`src/rtl/can_acceptance_filter.sv`:
```
// CAN standard-identifier acceptance filter.
// Assembles the 11-bit identifier and the RTR bit from the destuffed receive
// bit stream, then compares the identifier against a mask/code pair.
// The mask/code pair is captured at start of frame.
// The block issues one accept or reject pulse per completed identifier and
// keeps saturating statistics of both outcomes.
module can_acceptance_filter #(
    parameter int ID_W  = 11,
    parameter int CNT_W = 8
) (
    input  logic             clk,
    input  logic             reset,
    input  logic             sof,
    input  logic             bit_valid,
    input  logic             rx_bit,
    input  logic             frame_end,
    input  logic [ID_W-1:0]  mask_param,
    input  logic [ID_W-1:0]  code_param,
    output logic [ID_W-1:0]  rx_id,
    output logic             rx_rtr,
    output logic             id_valid,
    output logic             match,
    output logic             accept,
    output logic             reject,
    output logic             busy,
    output logic [CNT_W-1:0] accept_cnt,
    output logic [CNT_W-1:0] reject_cnt
);

    localparam int BC_W = $clog2(ID_W + 1);

    typedef enum logic [1:0] {
        IDLE,
        ID,
        RTR,
        WAIT_EOF
    } state_t;

    state_t           state;
    state_t           state_next;
    logic [BC_W-1:0]  bit_cnt;
    logic [ID_W-1:0]  shift_reg;
    logic [ID_W-1:0]  mask_shadow;
    logic [ID_W-1:0]  code_shadow;
    logic             last_id_bit;
    logic             decide;
    logic             id_hit;

    // The final identifier bit is the one that arrives while the counter shows ID_W-1.
    assign last_id_bit = (bit_cnt == BC_W'(ID_W - 1));
    // A frame_end in the same cycle as the RTR bit aborts the frame, so no decision is made.
    assign decide      = (state == RTR) && bit_valid && !sof && !frame_end;
    assign id_hit      = ((shift_reg ^ code_shadow) & mask_shadow) == '0;
    assign busy        = (state != IDLE);

    // State register.
    // NOTE: clocked state uses non-blocking (<=) so every flop samples pre-edge values.
    always_ff @(posedge clk) begin
        if (reset) begin
            state <= IDLE;
        end else begin
            state <= state_next;
        end
    end

    // Next-state logic. sof restarts the frame from any state and takes priority over frame_end.
    // NOTE: state_next gets its default first, so always_comb cannot infer a latch.
    always_comb begin
        state_next = state;
        if (sof) begin
            state_next = ID;
        end else begin
            unique case (state)
                IDLE:     state_next = IDLE;
                ID: begin
                    if (frame_end)                      state_next = IDLE;
                    else if (bit_valid && last_id_bit)  state_next = RTR;
                end
                RTR: begin
                    if (frame_end)      state_next = IDLE;
                    else if (bit_valid) state_next = WAIT_EOF;
                end
                WAIT_EOF: begin
                    if (frame_end) state_next = IDLE;
                end
                default:  state_next = IDLE;
            endcase
        end
    end

    // Datapath: capture the config, shift in identifier bits, and register the
    // decision and statistics.
    always_ff @(posedge clk) begin
        if (reset) begin
            bit_cnt     <= '0;
            shift_reg   <= '0;
            mask_shadow <= '0;
            code_shadow <= '0;
            rx_id       <= '0;
            rx_rtr      <= 1'b0;
            match       <= 1'b0;
            id_valid    <= 1'b0;
            accept      <= 1'b0;
            reject      <= 1'b0;
            accept_cnt  <= '0;
            reject_cnt  <= '0;
        end else begin
            id_valid <= 1'b0;
            accept   <= 1'b0;
            reject   <= 1'b0;
            if (sof) begin
                // The bit that arrives with sof is the SOF bit itself, so it is not shifted in.
                mask_shadow <= mask_param;
                code_shadow <= code_param;
                bit_cnt     <= '0;
                shift_reg   <= '0;
            end else if (state == ID && bit_valid && !frame_end) begin
                shift_reg <= {shift_reg[ID_W-2:0], rx_bit};
                bit_cnt   <= bit_cnt + BC_W'(1);
            end else if (decide) begin
                rx_id    <= shift_reg;
                rx_rtr   <= rx_bit;
                match    <= id_hit;
                id_valid <= 1'b1;
                accept   <= id_hit;
                reject   <= !id_hit;
                if (id_hit && accept_cnt != '1) begin
                    accept_cnt <= accept_cnt + CNT_W'(1);
                end
                if (!id_hit && reject_cnt != '1) begin
                    reject_cnt <= reject_cnt + CNT_W'(1);
                end
            end
        end
    end

endmodule

```
`config.mk`:
```
export PLATFORM = sky130hd
export DESIGN_NAME = can_acceptance_filter
export DESIGN_NICKNAME = d
export VERILOG_FILES = /design/src/rtl/can_acceptance_filter.sv
export SDC_FILE = /design/constraint.sdc
export NUM_CORES = 1
export LEC_CHECK = 0
export ABC_AREA = 1
export CORE_MARGIN = 2
export CORE_UTILIZATION = 40
export CTS_BUF_LIST = sky130_fd_sc_hd__clkbuf_16
export DETAILED_ROUTE_END_ITERATION = 8
export GPL_ROUTABILITY_DRIVEN = 0
export MAX_ROUTING_LAYER = met4
export PLACE_DENSITY = 0.65
export SYNTH_ARGS = -nofsm -noshare
export SYNTH_HDL_FRONTEND = slang
export SYNTH_SLANG_ARGS = --single-unit
```
`constraint.sdc`:
```
create_clock -name clk -period 1.9 [get_ports clk]
set_input_delay 0.57 -clock clk [delete_from_list [all_inputs] [get_ports clk]]
set_output_delay 0.57 -clock clk [all_outputs]
set_load 0.005 [all_outputs]
```
Word-level counts from Yosys, hierarchy flattened
Cells that the tools add are included.

Flip-flop bits (word level): 71. Bits of input ports: 28. Output and inout port bits: 33. Logic and storage cells: 64.

Add/sub/neg operators: 3. Eq/ne operators: 12. Muxes and demuxes: 8. Bitwise logic cells: 5. Reduce and logical (&&, ||, !) cells: 22.

Operator list (count): adder 8 x 1 -> 8 bit, second input constant (2); inequality test 8 bit, second input constant (2); bitwise AND 11 bit (1); zero test 11 bit (1); bitwise XOR 11 bit (1); two-way mux 2 bit (5); inequality test 3 bit, second input constant (3); AND reduction 3 bit (3); logical AND 1 bit (8); inequality test 4 bit, second input constant (2); one-hot mux 2 bit (4 select lines) (1); AND reduction 4 bit (2); adder 4 x 1 -> 4 bit, second input constant (1); equality test 2 bit, second input constant (2); equality test 4 bit, second input constant (1); OR reduction 4 bit (1); zero test 1 bit (3); inverter 1 bit (3); OR reduction 3 bit (1); equality test 2 x 1 -> 1 bit, second input constant (1); zero test 2 bit (1); two-way mux 1 bit (2); inequality test 2 bit, second input constant (1); nonzero test 2 bit (1); OR reduction 2 bit (1).

Logic depth before layout (Yosys ltp)
Word-level depth: 6. Mapped depth: 12.

Worst setup path before layout
No wires, ideal clock.

Path type: in2reg. Start point: in frame_end. End point: reg reject_cnt[0]. Setup time: 113 ps. Arrival: 1389 ps. Data required time: 1787 ps. Slack: 398 ps. Stages: 10. Cell sequence: inv_2 -> nand4_4 -> nor2_8 -> inv_4 -> nor2_4 -> nand2_4 -> clkinv_4 -> nand2_1 -> nand2_1 -> nor2_1.

Word-level cells in the longest chain between the ends: 4. Elaborated cells between the ends (all ways): 5. Classes of those cells: 1 x bitwise; 4 x reduce/logical.

Ends and longest elaborated chain: from (decl) (line 16) `input logic frame_end,`; zero test 1 bit * (line 52, 117); logical AND 1 bit (line 117) `end else if (state == ID && bit_valid && !frame_end) begin`; inverter 1 bit (no line); AND reduction 4 bit (no line) *; to (signal assigned) (line 131) `reject_cnt <= reject_cnt + CNT_W'(1);`; to (decl) (line 27) `output logic [CNT_W-1:0] reject_cnt`.

Every way passes the cells marked *; elsewhere a longest branch is shown, timed or not. A chain may end at the register's enable or synchronous reset.

Final worst setup path
Start point: reg accept_cnt[5]. End point: out accept_cnt[5].

RTL lines: from (decl) (line 26) `output logic [CNT_W-1:0] accept_cnt,`; from (signal assigned) (line 128) `accept_cnt <= accept_cnt + CNT_W'(1);`.

No word-level cell between the ends.

==> impl_results.md <==
* Outcome: finished, final reports clean
* P_sw at roughly 0.76 mW
* Share of cells above drive strength 1 at about 11%
* Combinational cell fraction of total power at under 10%
* Crit path buf inv count at 1
* Layout Nets at 526
* Clock share of power at between 40% and 50%
* Worst setup path startpoint: accept_cnt[5]$_SDFFE_PP0P_
* Synth cell types at 31
* Drt pass-1 iters at 4
* H-tree levels at 3
* Reg power frac at 43.8%
* EDFF count, synth at 0
* Setup crit start kind: register
* Worst Setup Path Type: reg -> out
* CP max stage cell: clkdlybuf4s50_1
* Vias at between 2000 and 3000
* Hold Fails Final Rpt at 0
* Largest net degree at the start of global routing at 37
* I/O Buffers at 60
* Initial antenna violation count at 0
* Initial core utilization at 40.8%
* Avg Cell Area, Syn at between 7 and 8 µm²
* # diodes at 0
* Vias in the first global route at approximately 2600
* Worst hold margin at ~0.47 ns
* Fill count at around 700
* Net Sw Frac at a little over a fifth
* Worst slew pin tran at a little under 0.3 ns
* Syn_nets at between 400 and 500
* Slew margin rel. at about four fifths
* Area grow syn2layout at 37.0%
* Total power at roughly 3.5 mW
* Post-synthesis cell count at just over 400
* Skew final at around 0.0076 ns
* Clock slew at reported path FFs at roughly 0.06 ns
* I/O Pins at between 60 and 70
* Cell Int Power at approximately 2.8 mW
* 1st-iter DRT viols at 110
* Post-synth top flop: dfxtp_1
* Family with the most delay on the worst path: buffers and inverters
* Max incr delay on CP at 0.53 ns
* CORE AREA at around 7600 µm²
* Crit path capture: accept_cnt[5]
* Clock buffer count from CTS at 9
* Cell area after synthesis at a little over 3000 µm²
* Leak pwr at around 1.7 nW
* Reg-to-reg startpoint: shift_reg[4]$_SDFFE_PP0P_
* Hold-fix buffer count after cts at 0
* Via density at 4.82
* CP required at 1.33 ns
* Crit path DAT at 1.28 ns
* Die area at approximately 8500 µm²
* Fin. max-slew vios at 0
* Reg2reg setup slack at 0.31 ns
* Final WS setup at about 0.053 ns
* Maximum VDD drop at just under 0.0005 V
* Clock root buffer: clkbuf_16
* Rows at 32
* Global-route wire length before repair at roughly 12000 µm
* Critical Path Stages at 1
* Pwr/cell area at about 830 nW/µm²
* Tmin final at approximately 1.8 ns
* CTS tree: yes
* Number of cells on the worst reg-to-reg path at 10
* Syn. warnings at 0
* Post-route DRC at 0
* Crit share post-route at a little over nine tenths
* Commonest non-fill, non-tap cell in the layout: nand2_1
* Most frequent cells in the layout: 70 x nand2_1, 67 x dfxtp_1, 60 x nor2_1
* DR WL/cell at 11.8 µm
* Worst-skew pair later-pin latency at 0.32 ns
* Grt ovf at 0
* DRT Wirelength at 7070 µm
* Antenna Nets Post-Route at 0
* Worst reg2reg path endpoint: accept_cnt[1]$_SDFFE_PP0P_
* Worst hold path class: reg -> reg
* Async set-reset flop share out of synthesis at 0%
* Seq/Total Area, Yosys at a little under half
* Clock Path Buffers at 2
* Max Fanout on Critical Path at 5
* FF+latch count, synth at ~70
* Max Fclk at around 540 MHz
* Tot GR Track Use at roughly 18%
* Horiz. Die Dim at between 90 and 100 µm
* Hpwl dp at approximately 5000 µm
* Setup repair after global routing missed its margin: false
* CP Capture Type: output pin
* Placement Setup Slack at -0.128 ns
* Final setup vio count at 0
* Die span in y at a little over 90 µm
* Max_cap viols at 0
* Crit-path cells: clkdlybuf4s50_1
* Clock Sinks at 71
cell families after synthesis:
logic type      share of synthesized area, %
buf+inv                                 7.22
compound gates                          15.9
fa+ha+maj                               3.23
simple gates                            25.0
flops                                   45.8
xor+xnor                                2.82
power groups by stage:
stage	registers (mW)	logic [mW]	clock network [mW]
3_3_place_gp	1.58	0.249	0
2_1_floorplan	1.58	0.137	0
5_1_grt	1.55	0.283	1.82
3_5_place_dp	1.58	0.252	0
6_report	1.55	0.256	1.74
4_1_cts	1.55	0.257	1.75
what timing repair did:
action | in CTS | in global routing
buffers inserted | 2 | 0
endpoints found under the setup margin | 1 | 2
gates resized for setup | 4 | 2
metrics by stage:
step / cells / instance area (µm²) / setup TNS [ns] / util, %
4_1_cts: 597 / 4250 / 0 / 55.8
3_5_place_dp: 579 / 3920 / -2.75 / 51.6
6_report: 597 / 4250 / 0 / 55.8
3_3_place_gp: 579 / 3920 / -1.99 / 51.6
5_1_grt: 597 / 4250 / 0 / 55.8
2_1_floorplan: 413 / 3100 / 0 / -
cells in the mapped netlist (2+ instances only):
master	number	share of area, %
nand4_1	8	1.6
nor2_1	60	7.3
nor2_4	3	1.1
inv_2	4	0.48
a21oi_1	45	7.3
a211oi_1	2	0.48
xor2_1	6	1.7
o21ai_0	48	7.7
nand2_1	70	8.5
dfxtp_1	71	46
nand3_1	20	3.2
inv_1	37	4.5
ha_1	8	3.2
clkbuf_1	11	1.3
xnor2_1	4	1.1
cell type report:
cell class | instances | area (µm²) | share of cell area, %
Clock buffer | 9 | 225 | 5.30
Clock inverter | 7 | 81.3 | 1.91
Inverter | 43 | 169 | 3.98
Sequential cell | 71 | 1430 | 33.6
Multi-Input combinational cell | 285 | 1460 | 34.3
Timing Repair Buffer | 80 | 762 | 17.9
Tap cell | 102 | 128 | 3.00
how the worst min path moves through the flow:
| stage | from | to | depth (start not counted) |
|---|---|---|---|
| floorplan | code_shadow[0]$_SDFFE_PP0P_ | code_shadow[0]$_SDFFE_PP0P_ | 2 |
| global placement | code_shadow[4]$_SDFFE_PP0P_ | code_shadow[4]$_SDFFE_PP0P_ | 2 |
| detailed placement | match$_SDFFE_PP0P_ | match$_SDFFE_PP0P_ | 2 |
| CTS | code_shadow[0]$_SDFFE_PP0P_ | code_shadow[0]$_SDFFE_PP0P_ | 2 |
| global route | code_shadow[3]$_SDFFE_PP0P_ | code_shadow[3]$_SDFFE_PP0P_ | 2 |
| finish | code_shadow[0]$_SDFFE_PP0P_ | code_shadow[0]$_SDFFE_PP0P_ | 2 |
per-layer routing:
layer,up-vias,global-route usage [%],share of wire [%]
met4,0,6.22,1.6
met1,1276,22.2,48
met5,-,-,0
li1,1498,-,-
met3,12,4.68,5.3
met2,89,27.3,45
Note: power is estimated with default switching activity, not from simulation.
